File: config.mk
export PLATFORM = sky130hd
export DESIGN_NAME = div_sequencer
export DESIGN_NICKNAME = d
export VERILOG_FILES = /design/src/rtl/div_pkg.sv /design/src/rtl/div_core.sv /design/src/rtl/div_sequencer.sv
export SDC_FILE = /design/constraint.sdc
export NUM_CORES = 1
export LEC_CHECK = 0
export BUFFER_PORTS_ARGS = -buffer_cell sky130_fd_sc_hd__buf_2
export CAP_MARGIN = 25
export CORE_AREA = 8 8 150 152
export CTS_CLUSTER_SIZE = 20
export DETAILED_ROUTE_END_ITERATION = 12
export DIE_AREA = 0 0 158 160
export PLACE_DENSITY_LB_ADDON = 0.08
export SYNTH_ARGS = -nofsm -noshare
export SYNTH_HDL_FRONTEND = slang
export SYNTH_HIERARCHICAL = 1
export SYNTH_SLANG_ARGS = --single-unit
File: constraint.sdc
create_clock -name clk -period 5.2 [get_ports clk]
set_input_delay 1.04 -clock clk [delete_from_list [all_inputs] [get_ports clk]]
set_output_delay 1.04 -clock clk [all_outputs]
set_load 0.01 [all_outputs]
File: src/rtl/div_pkg.sv
// Shared definitions for the execute-stage iterative divider: state encoding,
// the divide-by-zero quotient constant and the default operand width.
package div_pkg;

  localparam int XLEN = 32;

  typedef enum logic [1:0] {
    IDLE = 2'd0,
    CALC = 2'd1,
    DONE = 2'd2
  } div_state_e;

  localparam logic [XLEN-1:0] DIV_ZERO_QUO = '1;

endpackage

File: src/rtl/div_core.sv
// One radix-2 restoring divide step: shift the next dividend bit into the
// partial remainder, trial-subtract the divisor, and shift in the quotient bit.
module div_core #(
  parameter int XLEN = div_pkg::XLEN
) (
  input  logic [XLEN-1:0] i_rem,
  input  logic [XLEN-1:0] i_quo,
  input  logic [XLEN-1:0] i_div,
  output logic [XLEN-1:0] o_rem,
  output logic [XLEN-1:0] o_quo
);

  logic [XLEN:0]   w_shift;
  logic [XLEN-1:0] w_diff;
  logic            w_ge;

  // The shifted remainder is always below twice the divisor, so only the low
  // XLEN bits of the difference are ever kept.
  assign w_shift = {i_rem, i_quo[XLEN-1]};
  assign w_ge    = (w_shift >= {1'b0, i_div});
  assign w_diff  = w_shift[XLEN-1:0] - i_div;
  assign o_rem   = w_ge ? w_diff : w_shift[XLEN-1:0];
  assign o_quo   = {i_quo[XLEN-2:0], w_ge};

endmodule

File: src/rtl/div_sequencer.sv
// Sequencer for the shared iterative divider: accepts one div/mod request,
// runs XLEN restoring steps, applies the sign fix-up and holds the result.
// Optional build macro DIV_EARLY_OUT_EN finishes in one cycle when |x| < |y|.
module div_sequencer #(
  parameter int XLEN  = div_pkg::XLEN,
  parameter int CNT_W = 6
) (
  input  logic            clk,
  input  logic            reset,
  input  logic            req_valid,
  input  logic            req_signed,
  input  logic            req_use_mod,
  input  logic [XLEN-1:0] req_x,
  input  logic [XLEN-1:0] req_y,
  input  logic            flush,
  input  logic            res_ready,
  output logic            div_ok,
  output logic            res_valid,
  output logic [XLEN-1:0] result,
  output logic            busy
);

  import div_pkg::*;

  div_state_e       r_state;
  div_state_e       w_nextState;
  logic [CNT_W-1:0] r_cnt;
  logic [XLEN-1:0]  r_rem;
  logic [XLEN-1:0]  r_quo;
  logic [XLEN-1:0]  r_div;
  logic [XLEN-1:0]  r_result;
  logic             r_sq;
  logic             r_sr;
  logic             r_useMod;

  logic [XLEN-1:0]  w_absX;
  logic [XLEN-1:0]  w_absY;
  logic [XLEN-1:0]  w_nextRem;
  logic [XLEN-1:0]  w_nextQuo;
  logic [XLEN-1:0]  w_fixed;
  logic             w_divZero;
  logic             w_earlyOut;
  logic             w_accept;
  logic             w_lastStep;

  // Magnitudes of the most negative value stay correct as unsigned numbers.
  assign w_absX    = (req_signed && req_x[XLEN-1]) ? -req_x : req_x;
  assign w_absY    = (req_signed && req_y[XLEN-1]) ? -req_y : req_y;
  assign w_divZero = (req_y == '0);

`ifdef DIV_EARLY_OUT_EN
  assign w_earlyOut = (w_absX < w_absY);
`else
  assign w_earlyOut = 1'b0;
`endif

  assign w_accept   = (r_state == IDLE) && req_valid && !flush;
  assign w_lastStep = (r_state == CALC) && (r_cnt == CNT_W'(1));

  div_core #(.XLEN(XLEN)) u_core (
    .i_rem (r_rem),
    .i_quo (r_quo),
    .i_div (r_div),
    .o_rem (w_nextRem),
    .o_quo (w_nextQuo)
  );

  assign w_fixed = r_useMod ? (r_sr ? -w_nextRem : w_nextRem)
                            : (r_sq ? -w_nextQuo : w_nextQuo);

  always_comb begin
    w_nextState = r_state;
    res_valid   = 1'b0;
    busy        = 1'b0;
    div_ok      = 1'b0;
    case (r_state)
      IDLE: begin
        div_ok = !req_valid;
        if (w_accept) begin
          w_nextState = (w_divZero || w_earlyOut) ? DONE : CALC;
        end
      end
      CALC: begin
        busy = 1'b1;
        if (r_cnt == CNT_W'(1)) begin
          w_nextState = DONE;
        end
      end
      DONE: begin
        res_valid = 1'b1;
        div_ok    = 1'b1;
        if (res_ready) begin
          w_nextState = IDLE;
        end
      end
      default: w_nextState = IDLE;
    endcase
    if (flush) begin
      w_nextState = IDLE;
    end
  end

  always_ff @(posedge clk) begin
    if (reset) begin
      r_state <= IDLE;
    end else begin
      r_state <= w_nextState;
    end
  end

  // Short-circuit cases (zero divisor, early out) load the final result at
  // accept time; the normal path loads it together with the last step.
  always_ff @(posedge clk) begin
    if (reset) begin
      r_cnt    <= '0;
      r_rem    <= '0;
      r_quo    <= '0;
      r_div    <= '0;
      r_sq     <= 1'b0;
      r_sr     <= 1'b0;
      r_useMod <= 1'b0;
      r_result <= '0;
    end else if (flush) begin
      r_cnt    <= '0;
      r_result <= '0;
    end else begin
      case (r_state)
        IDLE: begin
          if (w_accept) begin
            r_rem    <= '0;
            r_quo    <= w_absX;
            r_div    <= w_absY;
            r_sq     <= req_signed && (req_x[XLEN-1] ^ req_y[XLEN-1]);
            r_sr     <= req_signed && req_x[XLEN-1];
            r_useMod <= req_use_mod;
            r_cnt    <= CNT_W'(XLEN);
            if (w_divZero) begin
              r_result <= req_use_mod ? req_x : XLEN'(DIV_ZERO_QUO);
            end else if (w_earlyOut) begin
              r_result <= req_use_mod ? req_x : '0;
            end
          end
        end
        CALC: begin
          r_rem <= w_nextRem;
          r_quo <= w_nextQuo;
          r_cnt <= r_cnt - CNT_W'(1);
          if (w_lastStep) begin
            r_result <= w_fixed;
          end
        end
        default: begin
        end
      endcase
    end
  end

  assign result = r_result;

endmodule

==> results of run 1 <==
## layout make-up
class	instances	area [µm²]	share of cell area (%)
repair buffers	134	802	6.54
well taps	270	338	2.75
multi-input cells	1166	7500	61.2
clock inverters	14	183	1.49
clock buffers	18	439	3.58
inverters	59	221	1.81
flip-flops and latches	139	2780	22.7
## flip-flops by register name, summed over array words and instances (netlist names)
signal / cells
r_div: 32
r_quo: 32
r_rem: 32
result: 32
r_cnt: 6
r_state: 2
r_sq: 1
r_sr: 1
r_useMod: 1
## how the worst min path moves through the flow
stage,from,endpoint,slack [ps]
after global placement,result[4]$_SDFFE_PP0P_,result[4]$_SDFFE_PP0P_,440
after global routing,result[10]$_SDFFE_PP0P_,result[10]$_SDFFE_PP0P_,470
after CTS,result[2]$_SDFFE_PP0P_,result[2]$_SDFFE_PP0P_,450
after detailed placement,result[1]$_SDFFE_PP0P_,result[1]$_SDFFE_PP0P_,440
after floorplan,r_div[29]$_SDFFE_PP0P_,r_div[29]$_SDFFE_PP0P_,430
final,result[8]$_SDFFE_PP0P_,result[8]$_SDFFE_PP0P_,450
## power by group through the flow
stage                     clock [W]  combinational, W  sequential (W)
after floorplan                   0          0.000527         0.00114
after global placement            0          0.000689         0.00117
after detailed placement          0          0.000692         0.00117
after CTS                   0.00131          0.000697         0.00115
after global routing        0.00136          0.000800         0.00115
final                       0.00130          0.000733         0.00115
## synthesized netlist by cell type, drive strengths merged, types with 17 or more instances
cell | number | share of area (%)
nor2 | 184 | 6.2
a21oi | 154 | 7.2
dfxtp | 139 | 25
nand2 | 110 | 3.7
clkbuf | 73 | 2.5
xnor2 | 71 | 5.6
o21ai | 68 | 3.1
xor2 | 64 | 5.1
inv | 58 | 2.0
buf | 52 | 3.4
a211oi | 50 | 3.4
and3 | 40 | 2.3
ha | 38 | 4.3
nor3 | 34 | 1.5
o31ai | 31 | 2.1
mux2 | 30 | 3.1
nand3 | 30 | 1.4
nor4 | 28 | 1.6
o22ai | 20 | 1.1
or3 | 17 | 1.0
## cells by family (layout without fill, tap and decap cells)
family          count (synthesis)  after routing  synth area share, %
buf+inv                       184            225                 7.89
fa+ha+maj                      39             39                 4.48
mux                            43             43                 4.23
flops                         139            139                 25.1
xor+xnor                      135            135                 10.7
simple gates                  512            512                 22.1
compound gates                437            437                 25.5
## worst reg2reg max path: cells and delay by family (launching register included)
kind,cells,cell delay [ps]
compound gates,10,2210
buf+inv,1,40
flops,1,330
simple gates,4,1320
xor+xnor,1,150
mux,1,440
fa+ha+maj,1,350
## stage by stage
step                util (%)  cell area (µm²)
finish                  61.2            12300
global route            61.2            12300
CTS                     60.5            12100
detailed placement      57.4            11500
global placement        57.3            11500
floorplan                  -            11100
## repair_timing
action / 4_1_cts / 5_1_grt
buffers inserted: 0 / 4
hold buffers: 0 / 0
gates resized for setup: 0 / 10
setup endpoints to repair: 0 / 21
## per-layer routing
metal  up-vias  wire length, µm  GRT usage, %
li1       5422                -             -
met1      5251            15300          35.3
met2       421            15600          42.2
met3        74             2340          4.56
met4         0              935          8.92
met5         -                0             0
==> flow_metrics.tcl, run 1 <==
set metrics [dict create \
    synthesis.nets 1599 \
    r2r_slack_ps 270 \
    finalCritPeriodShare_pct 94.8 \
    io_buffers 105 \
    wire_per_inst_um 18.9 \
    initial_utilization_pct 55.2 \
    rsz0062_at_grt "false" \
    cp_slowest_cell "or4_1" \
    clock_latency_ps 430 \
    netlist_instances 1489 \
    crit_required_ps 5550 \
    cts_root_buf "clkbuf_16" \
    cts.clk_slew.worst_paths_ps 70 \
    hold_viol_final 0 \
    cts_tree "done" \
    fmax_ghz 0.203 \
    maxCapViolations 0 \
    dp_slack_ps 146 \
    peakVddDrop_v 0.000228 \
    cp.depth 18 \
    critPathArrivalTime_ps 5280 \
    antenna_found_initial 0 \
    grt_pass1_wl_um 53900 \
    drt-total-wl_um 34100 \
    worst-path-max-fanout 7 \
    crit_family "compound AO/OA/AOI/OAI gates" \
    cpPeakStageDelay_ps 590 \
    p_leak_nw 5.14 \
    slew_headroom_pct 38.4 \
    dp_cells 1762 \
    top_level_ports 106 \
    fillCellCount 1930 \
    setup_ws_ps 271 \
    first_pass_iters 5 \
    drive_gt1_share_pct 13.1 \
    dieArea_um2 25300 \
    ys_types 74 \
    nets 1627 \
    gp_congestion 0.934 \
    p_per_area_nw_per_um2 259 \
    p_int_w 0.00216 \
    htree_levels 4 \
    min_path_type "reg2reg" \
    design.core.area_um2 20000 \
    final_common_cell "nor2_1" \
    vias 11200 \
    r2r.worst_path.cells 18 \
    path_common_cell "a21oi_2" \
    critPathBufInv 1 \
    synthFlopType "dfxtp_1" \
    max-clock-path-buffers 2 \
    synth-edff-count 0 \
    async_flop_share_pct 0 \
    combPwrFrac_pct 23.1 \
    cts_inserted_buffers 17 \
    die_x_um 158 \
    p_sw_share_pct 32.1 \
    yosysSeqAreaShare_pct 25.1 \
    area_growth_pct 10.9 \
    crit_start "r_div[2]$_SDFFE_PP0P_" \
    final_cells 1800 \
    grt_max_degree 81 \
    end_kind "flop" \
    clock-sinks 139 \
    fin_crit_ps 4930 \
    r2r_end "result[31]$_SDFFE_PP0P_" \
    ys_seq_elements 139 \
    ys_warn_count 6 \
    netlist_area_um2 11100 \
    design_power_total_w 0.00318 \
    hold_ws_ps 450 \
    vias_per_cell 6.20 \
    final_antenna_net_count 0 \
    grt_overflow 0 \
    final_max_slew_viol_count 0 \
    tns_ps 0 \
    critPathCapture "result[31]$_SDFFE_PP0P_" \
    avgSynthCellArea_um2 7.43 \
    grt_pass1_vias 10300 \
    layout_common_cells "nor2_1 (183), a21oi_1 (148), dfxtp_1 (139), nand2_1 (110), buf_2 (104)" \
    grtUsageTotal_pct 26.5 \
    drt_iter0_markers 1083 \
    switchingPower_w 0.00102 \
    sequentialPowerShare_pct 36.1 \
    die_y_um 160 \
    cp_cell_sequence "inv_1 -> ha_1 -> a21oi_2 -> o21ai_2 -> a221o_1 -> a21oi_2 -> nor4_4 -> nor4_2 -> o21ai_1 -> o32ai_4 -> mux2_1 -> or4_1 -> or3_1 -> o41ai_2 -> xnor2_1 -> o22ai_1 -> a211o_1 -> a21oi_1" \
    crit_type "reg2reg" \
    rows 52 \
    power.share.clock_pct 40.8 \
    worst_pin_slew_ps 915 \
    hold_depth 2 \
    dp_hpwl_um 24900 \
    setup_viol_count_final 0 \
    drc_errors 0 \
    antennaDiodeCount 0 \
    worst_clock_skew_ps 11.2 \
    start_kind "flop" \
    status "complete, no violations" \
    r2r-start "r_div[2]$_SDFFE_PP0P_" \
]
No activity file was read; power rests on OpenSTA's default activity.
==> run 2, diff against run 1 <==
CORE_AREA = 8 8 153 155   (was 8 8 150 152)
DIE_AREA = 0 0 161 163   (was 0 0 158 160)
SYNTH_HIERARCHICAL = default   (was 1)
==> run 2 against run 1 <==
Effect of this change: utilization increased by 0.32 points; synthesized cell count increased by 7.5%; combinational power increased by 8.0%; cell area increased by 4.5%; clock power about the same; routed wire length increased by 16%; maximum frequency increased by 1.9%; largest cell class unchanged; area after synthesis increased by 4.6%.
==> flow_metrics.tcl, run 2 <==
set metrics [dict create \
    ys_seq_elements 139 \
    hold_viol_final 0 \
    grt_pass1_wl_um 62200 \
    yosysSeqAreaShare_pct 24.0 \
    avgSynthCellArea_um2 7.23 \
    p_per_area_nw_per_um2 254 \
    netlist_area_um2 11600 \
    antennaDiodeCount 0 \
    cts_root_buf "clkbuf_16" \
    setup_viol_count_final 0 \
    drc_errors 0 \
    synth-edff-count 0 \
    fin_crit_ps 4840 \
    synth.top_cell.area_share_pct 24.0 \
    initial_utilization_pct 55.6 \
    ys_types 97 \
    final_max_slew_viol_count 0 \
    layout_common_cells "nor2_1 (245), a21oi_1 (149), dfxtp_1 (139), nand2_1 (138), buf_2 (104)" \
    grt_util_met3_pct 5.89 \
    maxCapViolations 0 \
    worst_pin_slew_ps 1090 \
    use_met1_pct 40.6 \
    crit_type "reg2reg" \
    io_buffers 105 \
    final_common_cell "nor2_1" \
    synth.area.top_cells "dfxtp_1 (24%), nor2_1 (7.9%), a21oi_1 (6.4%)" \
    busiest_layer "met2" \
    cts_tree "done" \
    cp_slowest_cell "a41oi_1" \
    yosysMostFrequentCell "nor2_1" \
    start_kind "flop" \
    drive_gt1_share_pct 13.1 \
    tns_ps 0 \
    die_y_um 163 \
    p_leak_nw 5.13 \
    async_flop_share_pct 0 \
    vias 12400 \
    rsz0062_at_grt "false" \
    cpPeakStageDelay_ps 460 \
    min_path_type "reg2reg" \
    first_pass_iters 6 \
    die_x_um 161 \
    wire_per_inst_um 20.5 \
    worst-path-max-fanout 7 \
    grtUsageTotal_pct 29.3 \
    worst_clock_skew_ps 17.3 \
    grt_overflow 0 \
    yosys.area.top_type "dfxtp_1" \
    finalCritPeriodShare_pct 93.0 \
    fmax_ghz 0.207 \
    top_level_ports 106 \
    netlist_instances 1600 \
    dp_cells 1893 \
    status "complete, no violations" \
    gp_congestion 0.954 \
    vias_per_cell 6.43 \
    htree_levels 4 \
    critPathArrivalTime_ps 5160 \
    cts_inserted_buffers 17 \
    drt_iter0_markers 1266 \
    cp_cell_sequence "ha_1 -> a211oi_1 -> o21ai_0 -> a41oi_1 -> o211a_4 -> nand2_4 -> mux2i_1 -> ha_1 -> nand3_1 -> nor3_1 -> nand2_1 -> nor4_1 -> a32oi_1 -> nor3_2 -> a21oi_1 -> mux2i_1 -> a211o_1" \
    antenna_found_initial 1 \
    fillCellCount 2033 \
    hold_ws_ps 440 \
    rows 53 \
    synthTopCellsByCount "nor2_1 (245), a21oi_1 (149), dfxtp_1 (139), nand2_1 (139), o21ai_0 (79)" \
    grt_max_degree 97 \
    clock-sinks 139 \
    drt-total-wl_um 39400 \
    final_cells 1927 \
    synthesis.nets 1710 \
    ys_warn_count 0 \
    peakVddDrop_v 0.000182 \
    max-clock-path-buffers 2 \
    cts.clk_slew.worst_paths_ps 80 \
    area_growth_pct 10.7 \
    grt_use_met2_pct 44.4 \
    final_antenna_net_count 0 \
    crit_required_ps 5530 \
    dp_hpwl_um 29100 \
    synthFlopType "dfxtp_1" \
    dieArea_um2 26200 \
    grt_pass1_vias 11400 \
    end_kind "flop" \
    slew_headroom_pct 27.6 \
    clock_latency_ps 440 \
    nets 1749 \
    design.core.area_um2 20800 \
]
-- run 2: cell types whose count changed in the layout (fill, tap and decap cells not counted), sizes merged, moves of 7 or more --
| cell | previous run | this run |
|---|---|---|
| and3 | 40 | 8 |
| nor2 | 184 | 247 |
| o22ai | 20 | 5 |
| o221ai | 6 | 21 |
| nand2 | 110 | 142 |
| o211ai | 14 | 6 |
| xnor2 | 71 | 58 |
| a22oi | 4 | 25 |
| buf | 134 | 126 |
| a311oi | 3 | 10 |
| o21ai | 68 | 85 |
| mux2 | 30 | 5 |
| nor4 | 28 | 20 |
| a211oi | 50 | 79 |
-- run 2: power by group --
part	switching [W]	total [W]	leakage [nW]	internal, W
combinational	0.000518	0.000792	3.69	0.000274
clock	0.000587	0.00132	0.303	0.000737
sequential	0.0000387	0.00114	1.13	0.00110
-- run 2: logic make-up after synthesis --
group	synth area share, %
flops	24.0
mux	1.70
compound gates	30.2
fa+ha+maj	4.28
xor+xnor	9.23
simple gates	24.6
buf+inv	5.99
-- run 2: path summary, 6_finish.rpt --
check,start,endpoint,slack (ps),depth (start not counted)
setup / recovery,r_rem[21]$_SDFFE_PP0P_,result[26]$_SDFFE_PP0P_,360,17
hold / removal,result[10]$_SDFFE_PP0P_,result[10]$_SDFFE_PP0P_,440,2
setup reg to reg,r_rem[21]$_SDFFE_PP0P_,result[26]$_SDFFE_PP0P_,360,17
hold reg to reg,result[10]$_SDFFE_PP0P_,result[10]$_SDFFE_PP0P_,440,2
-- run 2: final cells by class --
type | count | area [µm²] | area share [%]
sequential | 139 | 2780 | 21.7
clock inverter | 15 | 198 | 1.54
clock buffer | 17 | 425 | 3.32
multi-input combinational | 1294 | 8130 | 63.4
timing repair buffer | 126 | 706 | 5.51
inverter | 61 | 229 | 1.79
tap | 275 | 344 | 2.69
-- run 2: layer usage --
metal	vias up	wire (µm)
met1	5781	17700
met4	2	1270
met3	93	3380
met2	601	17100
li1	5922	-
met5	-	13
-- run 2: worst max-delay path, delay by kind of cell, from the launching register on --
kind	cells	cell delay, ps
AO/OA/AOI/OAI	7	1870
adder cells (fa/ha/maj)	2	660
flip-flops	1	440
multiplexers	2	410
AND/OR/NAND/NOR	6	1320
-- run 2: repair_timing --
action / CTS / global route
resized for setup: 0 / 6
hold buffers: 0 / 0
setup endpoints to repair: 0 / 3
buffers inserted: 0 / 1
-- run 2: per-stage QoR --
step	power, W	util, %	instance area (µm²)	worst slack (ps)
2_1_floorplan	0.00170	-	11600	623
4_1_cts	0.00323	61.3	12800	390
3_3_place_gp	0.00192	58.3	12100	572
6_report	0.00326	61.5	12800	365
5_1_grt	0.00339	61.5	12800	18.8
3_5_place_dp	0.00193	58.3	12100	436
==> run 3, diff against run 2 <==
PLACE_DENSITY_LB_ADDON = 0.05   (was 0.08)
==> run 3 against run 2 <==
Effect of this change: cell area is 0.16% higher; register-to-register slack better by 50 ps; setup slack improved by 51 ps; highest routed layer is now met4.
==> flow_metrics.tcl, run 3 (synthesized netlist as in run 2, its figures left out) <==
set metrics [dict create \
    peakVddDrop_v 0.000218 \
    grt_overflow 0 \
    cp_slowest_cell "dfxtp_1" \
    crit_required_ps 5520 \
    min_path_type "reg2reg" \
    vias_per_cell 6.44 \
    drt-total-wl_um 40000 \
    cts_tree "done" \
    dp_hpwl_um 29600 \
    cpPeakStageDelay_ps 440 \
    r2r_slack_ps 420 \
    design.core.area_um2 20800 \
    hold_ws_ps 434 \
    status "complete, no violations" \
    grtUsageTotal_pct 29.6 \
    clock_latency_ps 450 \
    final_cells 1930 \
    vias 12400 \
    worst_clock_skew_ps 17.9 \
    grt_pass1_wl_um 62600 \
    rows 53 \
    hold_viol_final 0 \
    worst-path-max-fanout 9 \
    antennaDiodeCount 0 \
    cts.clk_slew.worst_paths_ps 70 \
    setup_viol_count_final 0 \
    p_per_area_nw_per_um2 252 \
    die_x_um 161 \
    tns_ps 0 \
    start_kind "flop" \
    drive_gt1_share_pct 13.1 \
    finalCritPeriodShare_pct 92.0 \
    dieArea_um2 26200 \
    cts_root_buf "clkbuf_16" \
    first_pass_iters 5 \
    setup_ws_ps 416 \
    fin_crit_ps 4780 \
    htree_levels 4 \
    io_buffers 105 \
    rsz0062_at_grt "false" \
    cts_inserted_buffers 17 \
    final_antenna_net_count 0 \
    area_growth_pct 10.9 \
    max-clock-path-buffers 2 \
    initial_utilization_pct 55.6 \
    top_level_ports 106 \
    critPathArrivalTime_ps 5110 \
    dp_slack_ps 452 \
    final_common_cell "nor2_1" \
    end_kind "flop" \
    drc_errors 0 \
    drt_iter0_markers 1166 \
    p_leak_nw 5.15 \
    die_y_um 163 \
    gp_congestion 0.983 \
    dp_cells 1896 \
    maxCapViolations 0 \
    crit_type "reg2reg" \
    antenna_found_initial 0 \
    worst_pin_slew_ps 1070 \
    fmax_ghz 0.209 \
    slew_headroom_pct 28.5 \
    nets 1752 \
    final_max_slew_viol_count 0 \
    wire_per_inst_um 20.7 \
    layout_common_cells "nor2_1 (245), a21oi_1 (149), dfxtp_1 (139), nand2_1 (138), buf_2 (104)" \
    grt_max_degree 97 \
    clock-sinks 139 \
    cp_cell_sequence "ha_1 -> a211oi_1 -> o21ai_0 -> a41oi_1 -> o211a_2 -> nand2_4 -> mux2i_1 -> ha_1 -> nand3_1 -> nor3_1 -> nand2_1 -> nor4_1 -> a32oi_1 -> nor3_2 -> a21oi_1 -> mux2i_1 -> a211o_1" \
    grt_pass1_vias 11500 \
]
## run 3: changes by cell type in the layout (fill, tap and decap cells not counted), moves of 2 or more
cell and delta:
inv_6 +2, ha_1 +4, ha_2 -4, inv_8 -2
## run 3: stage by stage
step / power, W / instance area, µm² / utilization [%]
finish: 0.00324 / 12800 / 61.6
global route: 0.00337 / 12800 / 61.6
CTS: 0.00322 / 12800 / 61.3
detailed placement: 0.00193 / 12200 / 58.4
global placement: 0.00193 / 12200 / 58.4
floorplan: 0.00170 / 11600 / -
## run 3: routing by layer
layer / part of all wire, % / global-route usage (%) / up-vias
li1: - / - / 5935
met1: 44 / 40.5 / 5832
met2: 44 / 45.5 / 561
met3: 9.2 / 6.34 / 92
met4: 3.1 / 9.81 / 0
met5: 0 / 0 / -
## run 3: power breakdown
part / switching (W) / internal, W
Combinational: 0.000522 / 0.000276
Clock: 0.000572 / 0.000727
Sequential: 0.0000396 / 0.00110
## run 3: area by class of cell
cell class / instances / area, µm²
Timing Repair Buffer: 129 / 761
Clock inverter: 15 / 180
Tap cell: 275 / 344
Sequential cell: 139 / 2780
Multi-Input combinational cell: 1294 / 8110
Fill cell: 1962 / 7990
Inverter: 61 / 229
Clock buffer: 17 / 425
## run 3: critical path: cells and delay by family (launching register included)
kind / cells / cell delay [ps]
flip-flops: 1 / 440
AO/OA/AOI/OAI: 7 / 1860
multiplexers: 2 / 410
adder cells (fa/ha/maj): 2 / 640
AND/OR/NAND/NOR: 6 / 1310
## run 3: final timing paths
path,end,from,cells past startpoint
worst min-delay path,result[10]$_SDFFE_PP0P_,result[10]$_SDFFE_PP0P_,2
worst max register to register,result[26]$_SDFFE_PP0P_,r_rem[17]$_SDFFE_PP0P_,17
worst max-delay path,result[26]$_SDFFE_PP0P_,r_rem[17]$_SDFFE_PP0P_,17
worst min register to register,result[10]$_SDFFE_PP0P_,result[10]$_SDFFE_PP0P_,2
## run 3: repair_timing
item                       CTS  global route
buffers inserted             0             0
hold buffers                 0             0
hold endpoints to repair     0             0
setup endpoints to repair    0             1
resized for setup            0             1
